## src/rtl/wb_pkg.sv

```systemverilog
// Shared writeback definitions: arbiter state encoding, queued result record,
// and default widths used by both the writeback path and the register file.
package wb_pkg;

    // Register file geometry shared with the register file itself.
    localparam int WB_WIDTH      = 5;
    localparam int WB_DWIDTH     = 32;

    // Default queue depth and fairness bound for the load/multi-cycle path.
    localparam int WB_DEPTH      = 2;
    localparam int WB_STARVE_MAX = 3;

    // Arbiter states: NORMAL lets the ALU win, DRAIN forces one queued write.
    typedef enum logic [0:0] {
        NORMAL = 1'b0,
        DRAIN  = 1'b1
    } wb_state_e;

    // One queued writeback at the default register file geometry.
    typedef struct packed {
        logic [WB_WIDTH-1:0]  rd;
        logic [WB_DWIDTH-1:0] data;
    } wb_entry_t;

endpackage

```

## src/rtl/wb_fifo.sv

```systemverilog
// Result queue for variable-latency writebacks: circular storage with wrap-bit
// pointers, occupancy, and a two-port youngest-match forwarding search over all
// live entries.
module wb_fifo
    import wb_pkg::*;
#(
    parameter int WIDTH  = WB_WIDTH,
    parameter int DWIDTH = WB_DWIDTH,
    parameter int DEPTH  = WB_DEPTH
) (
    input  logic                    clk,
    input  logic                    rst_n,
    input  logic                    i_push,
    input  logic [WIDTH-1:0]        i_push_rd,
    input  logic [DWIDTH-1:0]       i_push_data,
    input  logic                    i_pop,
    output logic [WIDTH-1:0]        o_head_rd,
    output logic [DWIDTH-1:0]       o_head_data,
    output logic                    o_empty,
    output logic                    o_full,
    output logic [$clog2(DEPTH):0]  o_count,
    input  logic [WIDTH-1:0]        i_fwd_addr_a,
    input  logic [WIDTH-1:0]        i_fwd_addr_b,
    output logic                    o_fwd_hit_a,
    output logic                    o_fwd_hit_b,
    output logic [DWIDTH-1:0]       o_fwd_data_a,
    output logic [DWIDTH-1:0]       o_fwd_data_b
);

    localparam int AW = $clog2(DEPTH);
    localparam int CW = AW + 1;

    // Storage is plain registers: forwarding needs every entry visible at once.
    logic [WIDTH-1:0]  r_rd_mem   [DEPTH];
    logic [DWIDTH-1:0] r_data_mem [DEPTH];

    // Pointers carry one extra wrap bit so full and empty are distinguishable.
    logic [CW-1:0]     r_wr_ptr;
    logic [CW-1:0]     r_rd_ptr;

    logic [CW-1:0]     w_count;
    logic              w_push_ok;
    logic              w_pop_ok;
    logic [DEPTH-1:0]  w_slot_valid;
    logic [WIDTH-1:0]  w_fwd_addr [2];

    assign w_count   = r_wr_ptr - r_rd_ptr;
    assign o_count   = w_count;
    assign o_empty   = (r_wr_ptr == r_rd_ptr);
    assign o_full    = (w_count == CW'(DEPTH));

    // Guard both sides so a misbehaving caller cannot corrupt the pointers.
    assign w_push_ok = i_push && !o_full;
    assign w_pop_ok  = i_pop && !o_empty;

    assign o_head_rd   = r_rd_mem[r_rd_ptr[AW-1:0]];
    assign o_head_data = r_data_mem[r_rd_ptr[AW-1:0]];

    // Advance write/read pointers on accepted push/pop; reset empties the queue.
    always_ff @(posedge clk or negedge rst_n) begin
        if (!rst_n) begin
            r_wr_ptr <= '0;
            r_rd_ptr <= '0;
        end else begin
            if (w_push_ok) begin
                r_wr_ptr <= r_wr_ptr + CW'(1);
            end
            if (w_pop_ok) begin
                r_rd_ptr <= r_rd_ptr + CW'(1);
            end
        end
    end

    // Write the pushed record into the slot addressed by the write pointer.
    always_ff @(posedge clk) begin
        if (w_push_ok) begin
            r_rd_mem[r_wr_ptr[AW-1:0]]   <= i_push_rd;
            r_data_mem[r_wr_ptr[AW-1:0]] <= i_push_data;
        end
    end

    // A slot is live when its age behind the head is below the occupancy.
    genvar gi;
    generate
        for (gi = 0; gi < DEPTH; gi++) begin : g_slot
            logic [AW-1:0] w_age;
            assign w_age            = AW'(gi) - r_rd_ptr[AW-1:0];
            assign w_slot_valid[gi] = ({1'b0, w_age} < w_count);
        end
    endgenerate

    assign w_fwd_addr[0] = i_fwd_addr_a;
    assign w_fwd_addr[1] = i_fwd_addr_b;

    generate
        for (gi = 0; gi < 2; gi++) begin : g_fwd
            logic              w_hit;
            logic [DWIDTH-1:0] w_data;
            logic [AW-1:0]     w_idx;

            // Walk entries oldest to youngest so the last match seen is the youngest.
            always_comb begin
                w_hit  = 1'b0;
                w_data = '0;
                w_idx  = '0;
                for (int k = 0; k < DEPTH; k++) begin
                    w_idx = r_rd_ptr[AW-1:0] + AW'(k);
                    if (w_slot_valid[w_idx] && (w_fwd_addr[gi] != '0) &&
                        (r_rd_mem[w_idx] == w_fwd_addr[gi])) begin
                        w_hit  = 1'b1;
                        w_data = r_data_mem[w_idx];
                    end
                end
            end
        end
    endgenerate

    assign o_fwd_hit_a  = g_fwd[0].w_hit;
    assign o_fwd_data_a = g_fwd[0].w_data;
    assign o_fwd_hit_b  = g_fwd[1].w_hit;
    assign o_fwd_data_b = g_fwd[1].w_data;

endmodule

```

## src/rtl/wb_arbiter.sv

```systemverilog
// Writeback arbiter: merges single-cycle ALU results with queued load/multi-cycle
// results onto the register file's single write port. The ALU normally wins; a
// bounded starvation counter forces a one-cycle DRAIN so the queue always moves.
module wb_arbiter
    import wb_pkg::*;
#(
    parameter int WIDTH      = WB_WIDTH,
    parameter int DWIDTH     = WB_DWIDTH,
    parameter int DEPTH      = WB_DEPTH,
    parameter int STARVE_MAX = WB_STARVE_MAX
) (
    input  logic                    clk,
    input  logic                    rst_n,
    input  logic                    alu_valid,
    input  logic [WIDTH-1:0]        alu_rd,
    input  logic [DWIDTH-1:0]       alu_data,
    output logic                    alu_stall,
    input  logic                    lsu_valid,
    output logic                    lsu_ready,
    input  logic [WIDTH-1:0]        lsu_rd,
    input  logic [DWIDTH-1:0]       lsu_data,
    output logic                    RegWEn,
    output logic [WIDTH-1:0]        AddrD,
    output logic [DWIDTH-1:0]       DataD,
    input  logic [WIDTH-1:0]        fwd_addr_a,
    input  logic [WIDTH-1:0]        fwd_addr_b,
    output logic                    fwd_hit_a,
    output logic                    fwd_hit_b,
    output logic [DWIDTH-1:0]       fwd_data_a,
    output logic [DWIDTH-1:0]       fwd_data_b,
    output logic [$clog2(DEPTH):0]  pending
);

    localparam int CW = $clog2(DEPTH) + 1;
    localparam int SW = (STARVE_MAX < 1) ? 1 : $clog2(STARVE_MAX + 1);

    wb_state_e          r_state;
    logic [SW-1:0]      r_starve_cnt;
    logic               r_alu_stall;
    logic               r_wen;
    logic [WIDTH-1:0]   r_addr;
    logic [DWIDTH-1:0]  r_data;

    logic               w_empty;
    logic               w_full;
    logic [CW-1:0]      w_count;
    logic [WIDTH-1:0]   w_head_rd;
    logic [DWIDTH-1:0]  w_head_data;
    logic               w_push;
    logic               w_pop;
    logic               w_alu_req;
    logic               w_sel_alu;
    logic               w_starve_limit;

    // Ready comes from registered occupancy only, never from this cycle's pop.
    assign lsu_ready = !w_full;

    // Zero-destination transfers handshake normally but are dropped here.
    assign w_push    = lsu_valid && lsu_ready && (lsu_rd != '0);

    // The ALU counts as a requester only with a real destination and no stall.
    assign w_alu_req = alu_valid && (alu_rd != '0) && !r_alu_stall;

    // One more ALU win over a waiting queue reaches the starvation bound.
    assign w_starve_limit = (r_starve_cnt == SW'(STARVE_MAX - 1));

    wb_fifo #(
        .WIDTH  (WIDTH),
        .DWIDTH (DWIDTH),
        .DEPTH  (DEPTH)
    ) u_fifo (
        .clk          (clk),
        .rst_n        (rst_n),
        .i_push       (w_push),
        .i_push_rd    (lsu_rd),
        .i_push_data  (lsu_data),
        .i_pop        (w_pop),
        .o_head_rd    (w_head_rd),
        .o_head_data  (w_head_data),
        .o_empty      (w_empty),
        .o_full       (w_full),
        .o_count      (w_count),
        .i_fwd_addr_a (fwd_addr_a),
        .i_fwd_addr_b (fwd_addr_b),
        .o_fwd_hit_a  (fwd_hit_a),
        .o_fwd_hit_b  (fwd_hit_b),
        .o_fwd_data_a (fwd_data_a),
        .o_fwd_data_b (fwd_data_b)
    );

    // Pick this cycle's writer: DRAIN forces the queue head, else ALU then queue.
    always_comb begin
        w_sel_alu = 1'b0;
        w_pop     = 1'b0;
        if (r_state == DRAIN) begin
            w_pop = !w_empty;
        end else if (w_alu_req) begin
            w_sel_alu = 1'b1;
        end else begin
            w_pop = !w_empty;
        end
    end

    // Arbitration FSM with registered write port, stall flag and starvation count.
    always_ff @(posedge clk or negedge rst_n) begin
        if (!rst_n) begin
            r_state      <= NORMAL;
            r_starve_cnt <= '0;
            r_alu_stall  <= 1'b0;
            r_wen        <= 1'b0;
            r_addr       <= '0;
            r_data       <= '0;
        end else begin
            case (r_state)
                NORMAL: begin
                    if (w_sel_alu) begin
                        r_wen  <= 1'b1;
                        r_addr <= alu_rd;
                        r_data <= alu_data;
                        // Only count wins that actually kept a queued result waiting.
                        if (!w_empty) begin
                            r_starve_cnt <= r_starve_cnt + SW'(1);
                            if (w_starve_limit) begin
                                r_state     <= DRAIN;
                                r_alu_stall <= 1'b1;
                            end
                        end
                    end else if (w_pop) begin
                        r_wen        <= 1'b1;
                        r_addr       <= w_head_rd;
                        r_data       <= w_head_data;
                        r_starve_cnt <= '0;
                    end else begin
                        r_wen <= 1'b0;
                    end
                end
                DRAIN: begin
                    // Exactly one forced queue write, then the ALU may compete again.
                    r_state      <= NORMAL;
                    r_alu_stall  <= 1'b0;
                    r_starve_cnt <= '0;
                    if (w_pop) begin
                        r_wen  <= 1'b1;
                        r_addr <= w_head_rd;
                        r_data <= w_head_data;
                    end else begin
                        r_wen <= 1'b0;
                    end
                end
                default: begin
                    r_state     <= NORMAL;
                    r_alu_stall <= 1'b0;
                    r_wen       <= 1'b0;
                end
            endcase
        end
    end

    assign alu_stall = r_alu_stall;
    assign RegWEn    = r_wen;
    assign AddrD     = r_addr;
    assign DataD     = r_data;
    assign pending   = w_count;

endmodule

```

## config.mk

```make
export PLATFORM = sky130hd
export DESIGN_NAME = wb_arbiter
export DESIGN_NICKNAME = d
export VERILOG_FILES = /design/src/rtl/wb_pkg.sv /design/src/rtl/wb_fifo.sv /design/src/rtl/wb_arbiter.sv
export SDC_FILE = /design/constraint.sdc
export NUM_CORES = 1
export LEC_CHECK = 0
export ABC_AREA = 0
export BUFFER_PORTS_ARGS = -buffer_cell sky130_fd_sc_hd__buf_2
export CORE_MARGIN = 2
export CORE_UTILIZATION = 52
export DETAILED_ROUTE_END_ITERATION = 7
export PLACE_DENSITY = 0.8
export SLEW_MARGIN = 10
export SYNTH_ARGS = -nofsm -noshare
export SYNTH_HDL_FRONTEND = slang
export SYNTH_SLANG_ARGS = --single-unit
```

## constraint.sdc

```tcl
create_clock -name clk -period 3.79 [get_ports clk]
set_input_delay 0.379 -clock clk [delete_from_list [all_inputs] [get_ports clk]]
set_output_delay 0.379 -clock clk [all_outputs]
set_load 0.01 [all_outputs]
```

==> flow_summary_export.csv, run 1 <==
group,metric,value,unit
status,outcome,"completed",
place,place_inst,896,
route,final_antenna_net_count,0,
clock_tree,clock_insertion_delay_worst_skew,0.40,ns
worst_setup_path,critPathKind,"reg2out",
route,routed_wirelength,18200,µm
worst_setup_path,crit_path_cell_trace,"inv_1 -> ha_1 -> inv_1 -> ha_1 -> nor2_1 -> mux2_2 -> or4_2 -> buf_4 -> mux2i_1 -> buf_2",
hold_path,worst_hold_start,"lsu_data[22]",
clock_tree,post-cts-setup-buffers,0,
timing,finalMaxSlewViolations,0,
timing,post-route-worst-setup-slack,0.298,ns
timing,skew,0.0104,ns
timing,setup_tns,0,ns
route,route.detailed.drc,0,
worst_setup_path,peak_per_stage_delay_on_the_critical_path,0.56,ns
power,comb_power_share,49.3,%
synthesis,yosysTopAreaCell,"sky130_fd_sc_hd__edfxtp_1",
worst_setup_path,critical_path.endpoint_type,"primary output",
power,peakVddDrop,0.423,mV
route,num_vias,5270,
timing,rsz_0062_raised_after_global_routing,"false",
cells_and_area,nFillCells,987,
floorplanning,dieArea,13600,µm²
route,drt_iter0_markers,254,
grt,grt_first_pass_wirelength,27200,µm
cells_and_area,seq_cell_area,3380,µm²
clock_tree,clock_tree_from_tritoncts,"yes",
cells_and_area,nNetsFinal,836,
route,routed_wire_length_per_instance,19.5,µm
grt,globalRoute.totalOverflow,0,
synthesis,synth_nets,644,
timing,slew_headroom,50.4,%
synthesis,synth-seq-area-share,51.2,%
power,netSwitchingPower,0.00312,W
synthesis,ys_types,31,
worst_setup_path,critical_path_buf_inv_count,4,
grt,grtUsageTotal,26.7,%
place,placement.cell_area,7770,µm²
timing,fin_crit,3.49,ns
worst_setup_path,critical_path_arrival,3.11,ns
cells_and_area,stdcell_area,8400,µm²
place,gp_congestion,0.840,
floorplanning,fp-row-count,41,
floorplanning,boundaryPins,196,
floorplanning,start_util,52.6,%
place,io_buffers,195,
timing,fin_crit_sh,92.1,%
worst_setup_path,slowest_stage,"sky130_fd_sc_hd__or4_2",
power,clkPwrFrac,21.5,%
worst_setup_path,reg2reg_from,"u_fifo.r_wr_ptr[0]$_DFFE_PN0P_",
clock_tree,clk_pin_slew_worst_paths,0.06,ns
synthesis,synth_top_cell_area_share,33.7,%
hold_path,hold_path.class,"in2reg",
clock_tree,numCtsBuffers,17,
synthesis,synth-warning-count,0,
synthesis,syn_area_per_cell,11.9,µm²
clock_tree,cts_num_sinks,120,
timing,worst-slew-pin-transition,0.743,ns
power,swShare,40.2,%
worst_setup_path,critical_path.max_fanout,10,
worst_setup_path,crit_family,"simple AND/OR/NAND/NOR gates",
cells_and_area,final_cell_count_no_fill,930,
worst_setup_path,worstPathRequired,3.41,ns
place,dpl.hpwl,12900,µm
cells_and_area,drive_gt1_share,38.2,%
floorplanning,die_h,117,µm
synthesis,post_synthesis_cell_count,552,
power,sequentialPowerShare,29.2,%
place,preCtsSetupSlack,0.516,ns
clock_tree,cts_max_level,4,
power,leakage_power_figure,4.17,nW
synthesis,area_contributors_post_synth,"sky130_fd_sc_hd__edfxtp_1, sky130_fd_sc_hd__mux2i_1, sky130_fd_sc_hd__dfrtp_1, sky130_fd_sc_hd__mux2_2, sky130_fd_sc_hd__nand3_1",
route,avgViaCountPerCell,5.67,
floorplanning,chipWidth,117,µm
cells_and_area,multi_input_comb_area,3020,µm²
cells_and_area,area_delta_synth_final,27.5,%
timing,max_clock_freq,286,MHz
synthesis,syn_area,6590,µm²
grt,grt_pass1_vias,5335,
power,power_per_cell_area,924,nW/µm²
timing,setup-violations-final,0,
power,internal_power,0.00465,W
grt,grt_max_degree,51,
job,max_capacitance_violation_count,0,
grt,grt_antenna_before_repair,1,
floorplanning,core,12500,µm²
worst_setup_path,worst_setup_path_startpoint,"u_fifo.r_wr_ptr[0]$_DFFE_PN0P_",
worst_setup_path,worst_setup_path_start_kind,"flip-flop",
clock_tree,clk_path_buf_depth,2,
route,dr.pass1.iters,5,
timing,final_hold_viol_count,0,
clock_tree,buffer_type_at_the_clock_tree_root,"sky130_fd_sc_hd__clkbuf_16",
synthesis,synth.ff_latch_count,120,
## power groups by stage
stage / clock network, W / registers [W] / logic [W]
2_1_floorplan: 0 / 0.00231 / 0.00253
3_3_place_gp: 0 / 0.00223 / 0.00368
3_5_place_dp: 0 / 0.00227 / 0.00380
4_1_cts: 0.00169 / 0.00226 / 0.00382
5_1_grt: 0.00176 / 0.00232 / 0.00411
6_report: 0.00167 / 0.00227 / 0.00383
## per-stage QoR
stage / hold slack [ns] / power [W] / utilization, %
floorplan: 0.0834 / 0.00484 / -
global placement: 0.363 / 0.00591 / 62.1
detailed placement: 0.370 / 0.00607 / 62.1
CTS: 0.156 / 0.00777 / 67.1
global route: 0.151 / 0.00819 / 67.1
finish: 0.170 / 0.00777 / 67.1
## cells in the final DEF, fill, tap and decap left out, drive strengths merged, types with 2 or more instances in the layout
cell type and count:
a21oi 36, a31o 2, buf 214, bufinv 4
clkbuf 22, clkinv 6, dfrtp 46, edfxtp 74
ha 4, inv 6, mux2 34, mux2i 138
nand2 13, nand3 65, nand4 2, nor2 41
nor3 4, nor3b 2, nor4 2, o21ai 6
or4 6, xnor2 16, xor2 9
## final timing paths
kind                                                            to  slack [ns]  depth (start not counted)
worst max-delay path                                fwd_data_b[27]        0.30                         10
worst min-delay path            u_fifo.r_data_mem[0][22]$_DFFE_PP_        0.17                          1
worst max register to register  u_fifo.r_data_mem[1][27]$_DFFE_PP_        1.01                          8
worst min register to register      u_fifo.r_wr_ptr[1]$_DFFE_PN0P_        0.50                          1
max in group asynchronous           u_fifo.r_rd_ptr[0]$_DFFE_PN0P_        2.43                          3
min in group asynchronous                    alu_stall$_DFFE_PN0P_        0.49                          2
## flip-flops by register name, summed over array words and instances, names as in the netlist
register,cells
u_fifo.r_wr_ptr,2
u_fifo.r_data_mem,64
DataD,32
r_starve_cnt,2
r_state,1
AddrD,5
u_fifo.r_rd_mem,10
u_fifo.r_rd_ptr,2
alu_stall,1
RegWEn,1
## cell usage after synthesis, drive strengths merged
cell,instances
mux2i,138
edfxtp,74
nand3,65
dfrtp,46
nor2,41
a21oi,36
mux2,34
buf,25
clkbuf,17
xnor2,16
nand2,13
xor2,9
inv,6
o21ai,6
or4,6
ha,4
nor3,4
a31o,2
nand4,2
nor3b,2
nor4,2
a21o,1
a22o,1
and2,1
o211ai,1
## metal layers
layer | GRT usage (%) | part of all wire [%] | vias up
met4 | 10.1 | 1.7 | 0
met1 | 31.7 | 40 | 2563
met2 | 47.3 | 52 | 254
li1 | - | - | 2422
met5 | 0 | 0 | -
met3 | 5.97 | 6.9 | 31
## logic make-up (layout without fill, tap and decap cells)
kind of cell | Yosys count | after routing | synth area share, %
AO/OA/AOI/OAI | 47 | 47 | 3.82
adder cells (fa/ha/maj) | 4 | 4 | 0.760
flip-flops | 120 | 120 | 51.2
XOR/XNOR | 25 | 25 | 3.32
AND/OR/NAND/NOR | 136 | 136 | 10.0
buffers and inverters | 48 | 253 | 3.97
other | 0 | 1 | 0
multiplexers | 172 | 172 | 26.9
## final cells by class
class                           count  area share, %
Sequential cell                   120           40.2
Antenna cell                        1         0.0298
Clock inverter                     10           1.77
Clock buffer                       22           5.52
Inverter                            6          0.268
Timing Repair Buffer              215           13.7
Tap cell                          172           2.56
Multi-Input combinational cell    384           35.9
## timing repair
item,CTS,global route
setup endpoints to repair,0,22
endpoints found under the hold margin,18,0
hold buffers,1,0
gates resized for setup,0,1
(Power assumes the default switching activity.)
==> run 2, diff against run 1 <==
--- a/config.mk
+++ b/config.mk
@@ -7,10 +7,9 @@
 export LEC_CHECK = 0
 export ABC_AREA = 0
 export BUFFER_PORTS_ARGS = -buffer_cell sky130_fd_sc_hd__buf_2
-export CORE_MARGIN = 2
 export CORE_UTILIZATION = 52
 export DETAILED_ROUTE_END_ITERATION = 7
-export PLACE_DENSITY = 0.8
+export PLACE_DENSITY = 0.76
 export SLEW_MARGIN = 10
 export SYNTH_ARGS = -nofsm -noshare
 export SYNTH_HDL_FRONTEND = slang
==> flow_summary_export.csv, run 2 (synthesis gave the netlist of run 1 again) <==
group,metric,value,unit
cells_and_area,flip_flop_count_of_the_largest_register_after_layout,64,
power,leakage_power_figure,4.12,nW
floorplanning,dieArea,13100,µm²
cells_and_area,layout.cells.most_common_list,"sky130_fd_sc_hd__buf_2, sky130_fd_sc_hd__mux2i_1, sky130_fd_sc_hd__edfxtp_1, sky130_fd_sc_hd__nand3_1, sky130_fd_sc_hd__dfrtp_1",
timing,max_clock_freq,277,MHz
clock_tree,cts_num_sinks,120,
route,highest-signal-layer,"met4",
floorplanning,chipWidth,115,µm
power,power_per_cell_area,915,nW/µm²
cells_and_area,multi_input_comb_area,3020,µm²
grt,globalRoute.totalOverflow,0,
place,io_buffers,195,
place,dpl.hpwl,12000,µm
route,drt_iter0_markers,386,
worst_setup_path,crit_path_cell_trace,"inv_1 -> ha_1 -> inv_1 -> ha_1 -> nor2_1 -> mux2_2 -> or4_2 -> buf_4 -> mux2i_1 -> buf_2",
grt,grtUsageTotal,27.5,%
route,routed_wire_length_per_instance,18.9,µm
floorplanning,die_h,115,µm
clock_tree,post-cts-setup-buffers,0,
floorplanning,start_util,54.2,%
clock_tree,hold_bufs_inserted_after_cts,0,
timing,setup_tns,0,ns
grt,grt_pass1_vias,5249,
route,num_vias,5232,
clock_tree,numCtsBuffers,17,
worst_setup_path,worst_setup_path_start_kind,"flip-flop",
job,max_capacitance_violation_count,0,
grt,grt_antenna_before_repair,0,
cells_and_area,nNetsFinal,831,
status,outcome,"completed",
route,met3_wirelength,1490,µm
worst_setup_path,critical_path_arrival,3.23,ns
cells_and_area,mostFrequentLayoutCell,"sky130_fd_sc_hd__buf_2",
grt,grt_max_degree,47,
clock_tree,clk_pin_slew_worst_paths,0.05,ns
route,avgViaCountPerCell,5.69,
floorplanning,core,12200,µm²
timing,skew,0.0108,ns
timing,slew_headroom,52.6,%
place,gp_congestion,0.960,
clock_tree,buffer_type_at_the_clock_tree_root,"sky130_fd_sc_hd__clkbuf_16",
cells_and_area,nFillCells,942,
power,peakVddDrop,0.526,mV
grt,grt_first_pass_wirelength,26900,µm
timing,fin_crit,3.61,ns
timing,final_hold_viol_count,0,
cells_and_area,diodes,0,
route,route.met2.wl,8670,µm
floorplanning,fp-row-count,40,
clock_tree,clock_insertion_delay_worst_skew,0.41,ns
worst_setup_path,worstPathRequired,3.41,ns
cells_and_area,seq_cell_area,3380,µm²
worst_setup_path,critPathKind,"reg2out",
clock_tree,clock_tree_from_tritoncts,"yes",
timing,rsz_0062_raised_after_global_routing,"false",
worst_setup_path,peak_per_stage_delay_on_the_critical_path,0.68,ns
clock_tree,cts_max_level,4,
timing,worst-slew-pin-transition,0.711,ns
cells_and_area,area_delta_synth_final,26.0,%
worst_setup_path,critical_path.max_fanout,21,
clock_tree,clk_path_buf_depth,2,
timing,fin_crit_sh,95.4,%
cells_and_area,drive_gt1_share,37.8,%
route,dr.pass1.iters,6,
timing,setup-violations-final,0,
worst_setup_path,slowest_stage,"sky130_fd_sc_hd__or4_2",
floorplanning,boundaryPins,196,
route,wirelength_met1,6870,µm
route,route.detailed.drc,0,
route,routed_wirelength,17300,µm
timing,finalMaxSlewViolations,0,
timing,fin_hold_ws,0.0188,ns
hold_path,hold_path.class,"in2async",
route,final_antenna_net_count,0,
worst_setup_path,critical_path.endpoint_type,"primary output",
clock_tree,post_cts.resized_instances,0,
==> run 2: changes by cell type in the layout (fill, tap and decap cells not counted) <==
cell | previous run | this run
sky130_fd_sc_hd__or4_2 | 1 | 2
sky130_fd_sc_hd__dlygate4sd3_1 | 1 | 0
sky130_fd_sc_hd__buf_4 | 17 | 15
sky130_fd_sc_hd__or4_4 | 1 | 0
sky130_fd_sc_hd__clkbuf_1 | 3 | 1
sky130_fd_sc_hd__diode_2 | 1 | 0
sky130_fd_sc_hd__buf_12 | 2 | 0
sky130_fd_sc_hd__bufinv_16 | 4 | 3
sky130_fd_sc_hd__clkinv_1 | 1 | 4
==> run 2: final cells by class <==
cell class	count	area share [%]
Sequential cell	120	40.7
Multi-Input combinational cell	384	36.3
Timing Repair Buffer	210	13.1
Clock buffer	20	5.50
Tap cell	168	2.53
Clock inverter	12	1.57
Inverter	6	0.271
==> run 2: critical path, delay by kind of cell, from the launching register on <==
| family | cells | cell delay [ns] |
|---|---|---|
| fa+ha+maj | 2 | 0.47 |
| flops | 1 | 0.44 |
| buf+inv | 4 | 0.63 |
| simple gates | 2 | 0.76 |
| mux | 2 | 0.50 |
==> run 2: power by group <==
part	total, W	internal [W]	leakage (nW)	switching [W]
registers	0.00226	0.00199	1.21	0.000273
logic	0.00374	0.00148	2.62	0.00226
clock network	0.00159	0.00105	0.293	0.000543
==> run 2: routing by layer <==
metal / GRT usage (%) / vias up
met3: 7.57 / 33
met1: 32.6 / 2527
met5: 0 / -
met4: 11.9 / 0
li1: - / 2406
met2: 46.9 / 266
==> run 2: per-stage QoR <==
| stage | instance area [µm²] | worst slack, ns | instances | util [%] | power, W |
|---|---|---|---|---|---|
| after global placement | 7710 | 0.739 | 888 | 63.4 | 0.00585 |
| after CTS | 8300 | 0.193 | 920 | 68.3 | 0.00760 |
| after floorplan | 6590 | 0.422 | 552 | - | 0.00484 |
| after detailed placement | 7710 | 0.663 | 888 | 63.4 | 0.00597 |
| final | 8300 | 0.176 | 920 | 68.3 | 0.00760 |
| after global routing | 8300 | 0.0466 | 920 | 68.3 | 0.00802 |
==> run 2: path summary, 6_finish.rpt <==
| path | startpoint | endpoint | slack, ns | cells past startpoint |
|---|---|---|---|---|
| setup / recovery | u_fifo.r_wr_ptr[0]$_DFFE_PN0P_ | fwd_data_a[22] | 0.18 | 10 |
| hold / removal | rst_n | DataD[25]$_DFF_PN0_ | 0.02 | 1 |
| setup reg to reg | u_fifo.r_rd_ptr[0]$_DFFE_PN0P_ | u_fifo.r_data_mem[1][16]$_DFFE_PP_ | 1.12 | 7 |
| hold reg to reg | u_fifo.r_wr_ptr[1]$_DFFE_PN0P_ | u_fifo.r_wr_ptr[1]$_DFFE_PN0P_ | 0.49 | 1 |
| max in group asynchronous | rst_n | DataD[9]$_DFF_PN0_ | 3.02 | 2 |
| min in group clk | lsu_data[14] | u_fifo.r_data_mem[0][14]$_DFFE_PP_ | 0.16 | 1 |
==> run 3, diff against run 2 <==
--- a/config.mk
+++ b/config.mk
@@ -5,12 +5,12 @@
 export SDC_FILE = /design/constraint.sdc
 export NUM_CORES = 1
 export LEC_CHECK = 0
-export ABC_AREA = 0
+export ABC_AREA = 1
 export BUFFER_PORTS_ARGS = -buffer_cell sky130_fd_sc_hd__buf_2
-export CORE_UTILIZATION = 52
+export CORE_UTILIZATION = 53
 export DETAILED_ROUTE_END_ITERATION = 7
-export PLACE_DENSITY = 0.76
-export SLEW_MARGIN = 10
+export PLACE_DENSITY = 0.78
+export SLEW_MARGIN = 20
 export SYNTH_ARGS = -nofsm -noshare
 export SYNTH_HDL_FRONTEND = slang
 export SYNTH_SLANG_ARGS = --single-unit
==> flow_summary_export.csv, run 3 <==
group,metric,value,unit
status,outcome,"completed",
power,clkPwrFrac,20.1,%
route,routed_wirelength,19900,µm
timing,max_clock_freq,285,MHz
synthesis,synth_commonest_cells,"sky130_fd_sc_hd__nand2_1, sky130_fd_sc_hd__nand3_1, sky130_fd_sc_hd__nor2_1",
worst_setup_path,r2r-end,"u_fifo.r_data_mem[0][9]$_DFFE_PP_",
route,dr.pass1.iters,5,
worst_setup_path,most_frequent_cell_on_the_critical_path,"sky130_fd_sc_hd__nand2_1",
power,netSwitchingPower,0.00334,W
worst_setup_path,critical_path_arrival,3.13,ns
synthesis,syn_area,6690,µm²
floorplanning,fp-row-count,40,
route,final_antenna_net_count,0,
worst_setup_path,slowest_stage,"sky130_fd_sc_hd__dfrtp_2",
worst_setup_path,critical_path.max_fanout,35,
clock_tree,post-cts-setup-buffers,0,
clock_tree,hold_bufs_inserted_after_cts,0,
place,dpl.hpwl,14100,µm
power,internal_power,0.00396,W
clock_tree,cts_num_sinks,120,
route,avgViaCountPerCell,5.57,
route,routed_wire_length_per_instance,16.6,µm
timing,fin_crit_sh,92.6,%
grt,grt_first_pass_wirelength,30400,µm
power,totalPowerFinal,0.00730,W
synthesis,number_of_synthesized_flops_with_an_enable_pin,74,
worst_setup_path,reg2reg_from,"u_fifo.r_rd_ptr[0]$_DFFE_PN0P_",
cells_and_area,final_core_utilization,68.1,%
clock_tree,clock_tree_from_tritoncts,"yes",
floorplanning,die_h,114,µm
synthesis,synth.ff_latch_count,120,
synthesis,synth_top_cell_area_share,33.2,%
clock_tree,post_cts.resized_instances,0,
power,swShare,45.8,%
worst_setup_path,r2r_slack,0.94,ns
floorplanning,chipWidth,114,µm
job,max_capacitance_violation_count,0,
synthesis,synth-seq-area-share,50.5,%
cells_and_area,drive_gt1_share,25.3,%
timing,worst-slew-pin-transition,0.811,ns
synthesis,area_contributors_post_synth,"sky130_fd_sc_hd__edfxtp_1, sky130_fd_sc_hd__dfrtp_1, sky130_fd_sc_hd__nand2_1, sky130_fd_sc_hd__nand3_1, sky130_fd_sc_hd__o21ai_0",
floorplanning,dieArea,13100,µm²
timing,rsz_0062_raised_after_global_routing,"false",
floorplanning,core,12200,µm²
grt,globalRoute.totalOverflow,0,
synthesis,synth_top_flop_cell,"sky130_fd_sc_hd__edfxtp_1",
synthesis,post-synth-top-count-cell,"sky130_fd_sc_hd__nand2_1",
hold_path,hold_path.class,"in2async",
route,route.detailed.drc,0,
cells_and_area,flip_flop_count_of_the_largest_register_after_layout,64,
clock_tree,numCtsBuffers,17,
clock_tree,clock_insertion_delay_worst_skew,0.41,ns
place,gp_congestion,0.906,
worst_setup_path,worst_setup_path_start_kind,"flip-flop",
clock_tree,buffer_type_at_the_clock_tree_root,"sky130_fd_sc_hd__clkbuf_16",
cells_and_area,mostFrequentLayoutCell,"sky130_fd_sc_hd__nand2_1",
synthesis,ys_types,27,
grt,grt_max_degree,62,
timing,skew,0.00671,ns
grt,grt_pass1_vias,5980,
worst_setup_path,critical_path.endpoint_type,"primary output",
timing,slew_headroom,45.4,%
worst_setup_path,worst_r2r_path_depth,6,
synthesis,post_synthesis_cell_count,839,
synthesis,ys_async_sr_fraction,38.3,%
cells_and_area,nNetsFinal,1107,
timing,finalMaxSlewViolations,0,
synthesis,yosysTopAreaCell,"sky130_fd_sc_hd__edfxtp_1",
synthesis,synth_nets,931,
power,leakage_power_figure,4.17,nW
timing,final_hold_viol_count,0,
timing,fin_crit,3.51,ns
worst_setup_path,crit_path_cell_trace,"inv_2 -> ha_1 -> o21ai_0 -> nand2_1 -> nand2_1 -> nor2_1 -> nand2_1 -> nor2_4 -> buf_4 -> nand3_1 -> nand2_1 -> buf_2",
grt,grtUsageTotal,31.2,%
timing,setup_tns,0,ns
power,peakVddDrop,0.449,mV
power,comb_power_share,49.6,%
floorplanning,start_util,55.0,%
worst_setup_path,worstPathRequired,3.41,ns
worst_setup_path,worst_setup_path_startpoint,"u_fifo.r_rd_ptr[0]$_DFFE_PN0P_",
grt,grt_antenna_before_repair,0,
clock_tree,cts_max_level,4,
route,num_vias,6665,
place,io_buffers,195,
cells_and_area,area_delta_synth_final,23.8,%
clock_tree,clk_pin_slew_worst_paths,0.05,ns
power,power_per_cell_area,882,nW/µm²
power,sequentialPowerShare,30.3,%
route,drt_iter0_markers,842,
worst_setup_path,peak_per_stage_delay_on_the_critical_path,0.57,ns
cells_and_area,layout.cells.most_common_list,"sky130_fd_sc_hd__nand2_1, sky130_fd_sc_hd__buf_2, sky130_fd_sc_hd__nand3_1, sky130_fd_sc_hd__nor2_1, sky130_fd_sc_hd__edfxtp_1",
synthesis,syn_area_per_cell,7.97,µm²
worst_setup_path,critPathKind,"reg2out",
floorplanning,boundaryPins,196,
clock_tree,clk_path_buf_depth,2,
timing,setup-violations-final,0,
synthesis,synth-warning-count,0,
## run 3: cell count changes in the layout (fill, tap and decap cells not counted), moves of 8 or more
cell / previous run / this run
sky130_fd_sc_hd__mux2i_1: 136 / 0
sky130_fd_sc_hd__o21ai_0: 5 / 70
sky130_fd_sc_hd__nand2_2: 1 / 9
sky130_fd_sc_hd__nor2_1: 39 / 90
sky130_fd_sc_hd__o22ai_1: 0 / 36
sky130_fd_sc_hd__inv_1: 6 / 60
sky130_fd_sc_hd__xnor2_1: 16 / 0
sky130_fd_sc_hd__nand3_1: 65 / 159
sky130_fd_sc_hd__a21oi_1: 36 / 1
sky130_fd_sc_hd__nand2_1: 12 / 215
sky130_fd_sc_hd__mux2_2: 34 / 0
## run 3: how the worst max path moves through the flow
stage	endpoint	slack, ns	cells past startpoint
6_report	fwd_data_a[26]	0.28	12
5_1_grt	fwd_data_b[22]	0.05	11
4_1_cts	fwd_data_a[26]	0.31	12
3_5_place_dp	fwd_data_a[26]	0.76	12
3_3_place_gp	fwd_data_b[30]	0.81	11
2_1_floorplan	u_fifo.r_data_mem[1][0]$_DFFE_PP_	0.1	8
## run 3: stage by stage
step	instances	instance area [µm²]	setup WS, ns	hold WS, ns
6_report	1197	8280	0.282	0.0357
5_1_grt	1196	8280	0.0485	0.0912
4_1_cts	1196	8280	0.306	0.0653
3_5_place_dp	1164	7730	0.758	0.481
3_3_place_gp	1164	7730	0.811	0.472
2_1_floorplan	839	6690	0.0973	0.0834
## run 3: logic make-up after synthesis
family | count (synthesis) | share of synthesized area (%)
flip-flops | 120 | 50.5
XOR/XNOR | 5 | 0.655
AND/OR/NAND/NOR | 488 | 31.4
AO/OA/AOI/OAI | 108 | 8.76
adder cells (fa/ha/maj) | 4 | 0.749
buffers and inverters | 114 | 7.99
## run 3: metal layers
metal / vias up / part of all wire [%] / track usage [%] / wire, µm
li1: 3183 / - / - / -
met2: 416 / 44 / 47.1 / 8850
met4: 0 / 2.9 / 13.7 / 578
met1: 3018 / 41 / 43.5 / 8210
met3: 48 / 11 / 6.51 / 2260
met5: - / 0 / 0 / 0
## run 3: area by class of cell
| type | instances | area [µm²] |
|---|---|---|
| clock buffers | 24 | 503 |
| well taps | 168 | 210 |
| multi-input cells | 605 | 2800 |
| diodes | 1 | 2.50 |
| clock inverters | 8 | 43.8 |
| fillers | 1069 | 3880 |
| inverters | 61 | 229 |
| repair buffers | 210 | 1110 |
| flip-flops and latches | 120 | 3370 |
## run 3: critical path, delay by kind of cell (launching register included)
kind	cells	cell delay [ns]
buffers and inverters	3	0.94
DFF	1	0.57
adders and majority gates	1	0.26
and+or+nand+nor	7	0.86
AOI/OAI and AO/OA	1	0.08
## run 3: power groups by stage
stage	clock network [W]	registers [W]	logic, W
2_1_floorplan	0	0.00229	0.00233
3_3_place_gp	0	0.00221	0.00351
3_5_place_dp	0	0.00223	0.00356
4_1_cts	0.00148	0.00221	0.00359
5_1_grt	0.00154	0.00227	0.00400
6_report	0.00146	0.00221	0.00362
